--- src/rtl/if_id_queue.sv ---
// Fetch-to-decode instruction queue: circular buffer of {pc, instr, adel} with
// show-ahead head outputs, a PC+8 link value and redirect flush.
module if_id_queue #(
  parameter int unsigned DEPTH = 4
) (
  input  logic                     clk,
  input  logic                     clr,
  input  logic                     in_valid,
  output logic                     in_ready,
  input  logic [31:0]              in_pc,
  input  logic [31:0]              in_instr,
  output logic                     out_valid,
  input  logic                     out_ready,
  output logic [31:0]              out_pc,
  output logic [31:0]              out_instr,
  output logic [31:0]              out_pc8,
  output logic                     out_adel,
  input  logic                     flush,
  output logic [$clog2(DEPTH):0]   count
);

  localparam int unsigned AW = $clog2(DEPTH);
  localparam logic [AW:0] L_FULL = (AW+1)'(DEPTH);

  logic [31:0]      r_pc    [DEPTH];
  logic [31:0]      r_instr [DEPTH];
  logic [DEPTH-1:0] r_adel;
  logic [AW-1:0]    r_wptr;
  logic [AW-1:0]    r_rptr;
  logic [AW:0]      r_count;

  logic w_full;
  logic w_empty;
  logic w_push;
  logic w_pop;
  logic w_redirect;

  assign w_full     = (r_count == L_FULL);
  assign w_empty    = (r_count == '0);
  assign w_redirect = clr || flush;
  // Full refuses a push even when a pop frees a slot this cycle.
  assign w_push     = in_valid && !w_full && !w_redirect;
  assign w_pop      = out_ready && !w_empty && !w_redirect;

  always_ff @(posedge clk) begin
    if (w_redirect) begin
      r_wptr  <= '0;
      r_rptr  <= '0;
      r_count <= '0;
    end else begin
      if (w_push) r_wptr <= r_wptr + AW'(1);
      if (w_pop)  r_rptr <= r_rptr + AW'(1);
      if (w_push && !w_pop)      r_count <= r_count + (AW+1)'(1);
      else if (w_pop && !w_push) r_count <= r_count - (AW+1)'(1);
    end
  end

  // Storage is not cleared on redirect; occupancy alone decides validity.
  always_ff @(posedge clk) begin
    if (w_push) begin
      r_pc[r_wptr]    <= in_pc;
      r_instr[r_wptr] <= in_instr;
      r_adel[r_wptr]  <= (in_pc[1:0] != 2'b00);
    end
  end

  always_comb begin
    out_pc    = '0;
    out_instr = '0;
    out_adel  = 1'b0;
    if (!w_empty) begin
      out_pc    = r_pc[r_rptr];
      out_instr = r_instr[r_rptr];
      out_adel  = r_adel[r_rptr];
    end
  end

  assign out_pc8   = out_pc + 32'd8;
  assign in_ready  = !w_full;
  assign out_valid = !w_empty;
  assign count     = r_count;

endmodule

--- config.mk ---
export PLATFORM = sky130hd
export DESIGN_NAME = if_id_queue
export DESIGN_NICKNAME = d
export VERILOG_FILES = /design/src/rtl/if_id_queue.sv
export SDC_FILE = /design/constraint.sdc
export NUM_CORES = 1
export LEC_CHECK = 0
export CAP_MARGIN = 20
export CORE_MARGIN = 4
export CORE_UTILIZATION = 35
export CTS_BUF_LIST = sky130_fd_sc_hd__clkbuf_4 sky130_fd_sc_hd__clkbuf_8
export DETAILED_ROUTE_END_ITERATION = 6
export SLEW_MARGIN = 20
export SYNTH_ARGS = -nofsm -noshare
export SYNTH_HDL_FRONTEND = slang
export SYNTH_SLANG_ARGS = --single-unit
--- constraint.sdc ---
create_clock -name clk -period 3.2 [get_ports clk]
set_clock_uncertainty 0.05 [all_clocks]
set_input_delay 0.64 -clock clk [delete_from_list [all_inputs] [get_ports clk]]
set_output_delay 0.64 -clock clk [all_outputs]
set_load 0.01 [all_outputs]
==> impl_metrics.tcl <==
set metrics [dict create \
    cts_buffers 44 \
    io_buffers 170 \
    most-common-layout-cells "edfxtp_1, clkdlybuf4s50_1, mux4_2, buf_4, and2_1" \
    crit_required_ns 2.51 \
    routedWlPerCell_um 19.2 \
    wl_met2_mm 12.1 \
    cts_max_level 2 \
    synth-seq-cells 269 \
    dp_hpwl_mm 16.4 \
    critical_path_class "flip-flop to primary output" \
    route.top_layer_used "met5" \
    relSlewSlack_pct 72.4 \
    holdBufCountCts 0 \
    violations "negative setup slack" \
    final_common_cell "edfxtp_1" \
    cts_tree "done" \
    worstMarginPinSlew_ns 0.414 \
    nets 916 \
    initial_core_util_pct 35.8 \
    cp_slowest_stage_delay_ns 0.38 \
    synth_area_per_cell_um2 19.1 \
    post_drt_via_cell_ratio 4.80 \
    yosysUniqueCellTypes 39 \
    finalSetupTns_ns -5.83 \
    synth_top_area_share_pct 70.8 \
    dr_wl_met3_mm 2.08 \
    cpMaxStageDelayCell "dfxtp_4" \
    setup_viol 52 \
    rows 64 \
    grt-ovfl-total 0 \
    worst_setup_path_end_kind "primary output" \
    cts.reportedPaths.clkPinSlew_ns 0.06 \
    die_x_um 185 \
    power_mw 7.29 \
    total_leakage_power_nw 5.28 \
    hp-class "flip-flop to flip-flop" \
    drc 0 \
    setup_ws_ns -0.354 \
    layout-drive-gt1-share_pct 31.2 \
    dpl_worst_slack_ns -0.333 \
    clock_latency_ns 0.52 \
    synth_area_leaders "edfxtp_1, mux4_2, and2_1, dfxtp_1, xnor2_1" \
    num_vias 6100 \
    syn2layout_area_growth_pct 33.9 \
    yosysWarnings 0 \
    syn_nets 653 \
    gp_congestion 0.793 \
    die_y_um 185 \
    max_freq_mhz 281 \
    dieArea_um2 34400 \
    firstDrtPassIters 6 \
    cts_max_path_buffers 3 \
    synthCells 577 \
    peakVddDrop_v 0.000361 \
    ys_seq_area_share_pct 72.4 \
    cts.sinks 269 \
    pwr_density_cell_nw_per_um2 493 \
    drtIter0Drc 364 \
    antenna_found_initial 1 \
    cp_max_fo 5 \
    start_kind "flip-flop" \
    worst-path-buf-inv 4 \
    worstPathArrival_ns 2.86 \
    hold_viol_final 0 \
    ant_nets 0 \
    root_buffer "clkbuf_8" \
    n_fill_cell 2589 \
    drt-total-wl_mm 24.4 \
    rsz0062_at_grt "yes" \
    grt_pass1_wl_mm 36.8 \
    async_flop_share_pct 0 \
    crit_chain "mux4_2, and2_4, ha_4, nand4_1, nor3_4, buf_6, buf_6, nand4_1, buf_4, xnor2_2, buf_2" \
    status "finished with violations" \
    synth_edf_count 260 \
    core_um2 30800 \
    slew_violations 0 \
    finalCritPeriodShare_pct 111 \
    synth_area_um2 11000 \
    fin_util_pct 47.9 \
    grtUsageTotal_pct 13.9 \
    first_global_vias 6572 \
    cp_top_family "simple AND/OR/NAND/NOR gates" \
    ys.flop_type "edfxtp_1" \
    max_cap_violations 0 \
    fin_crit_ns 3.55 \
    met1Wirelength_mm 9.92 \
    grt_max_degree 36 \
    yosysTopAreaCell "edfxtp_1" \
    num_io_pins 171 \
]
## worst paths after layout
check	from	to	slack, ns	cells after the start
min	r_wptr[1]	r_wptr[1]	0.45	2
min reg2reg	r_wptr[1]	r_wptr[1]	0.45	2
max	flip-flop	out_pc8[29]	-0.35	11
max reg2reg	count[1]	count[2]	0.67	10
## logic make-up (layout without fill, tap and decap cells)
family	count (synthesis)	after routing	synth area share [%]
multiplexers	69	69	13.7
AND/OR/NAND/NOR	148	148	8.03
buffers and inverters	46	343	2.17
AO/OA/AOI/OAI	6	6	0.295
other	0	1	0
XOR/XNOR	32	32	2.54
flip-flops	269	269	72.4
adder cells (fa/ha/maj)	7	7	0.862
## cell usage after synthesis, drive strengths merged, types with 2 or more instances
master / number
a21oi: 3
nand4bb: 2
nand4: 9
nand3: 9
edfxtp: 260
mux2i: 5
o21ai: 2
or3: 3
nor3: 6
ha: 6
or2: 3
nor2: 22
nand4b: 2
xnor2: 18
inv: 18
or4: 2
buf: 16
dfxtp: 9
nand2: 26
xor2: 14
clkbuf: 12
and2: 57
and4: 2
mux4: 64
nor4: 2
## power by group
part,switching (mW),leakage [nW],internal [mW]
sequential,0.00965,2.42,3.90
combinational,0.209,2.39,0.231
clock,1.25,0.468,1.69
total,1.46,5.28,5.82
## state kept, by name, indices dropped and copies added, names as in the netlist, named ones only
signal   count
r_rptr       2
r_wptr       2
r_adel       4
r_pc       128
r_instr    128
count        3
## metal layers
layer | vias up | track usage [%]
li1 | 2796 | -
met4 | 2 | 3.29
met1 | 3054 | 16.8
met2 | 209 | 24.3
met5 | - | 0
met3 | 39 | 4.49
## worst min-delay path, stage by stage, from the launching register on
cell     delay, ns
dfxtp_1       0.33
nand2_1       0.06
a21oi_1       0.06
## metrics by stage
stage	instance area, um^2	hold slack (ns)	cells
global route	14800	0.471	1270
CTS	14700	0.450	1270
floorplan	11100	0.419	577
finish	14800	0.448	1271
global placement	13700	0.433	1174
detailed placement	13700	0.442	1174
## cell type report
cell class / instances / area, um^2 / share of cell area [%]
repair buffers: 245 / 2360 / 16.0
clock inverters: 18 / 128 / 0.864
well taps: 396 / 495 / 3.36
multi-input cells: 262 / 2960 / 20.0
diodes: 1 / 2.50 / 0.0169
clock buffers: 62 / 759 / 5.14
inverters: 18 / 67.6 / 0.458
flip-flops and latches: 269 / 8000 / 54.2
## repair_timing
action,in CTS,in global routing
gates resized for setup,148,20
pin swaps,19,11
setup endpoints to repair,77,78
setup buffers,16,4
Note: power is estimated with default switching activity, not from simulation.
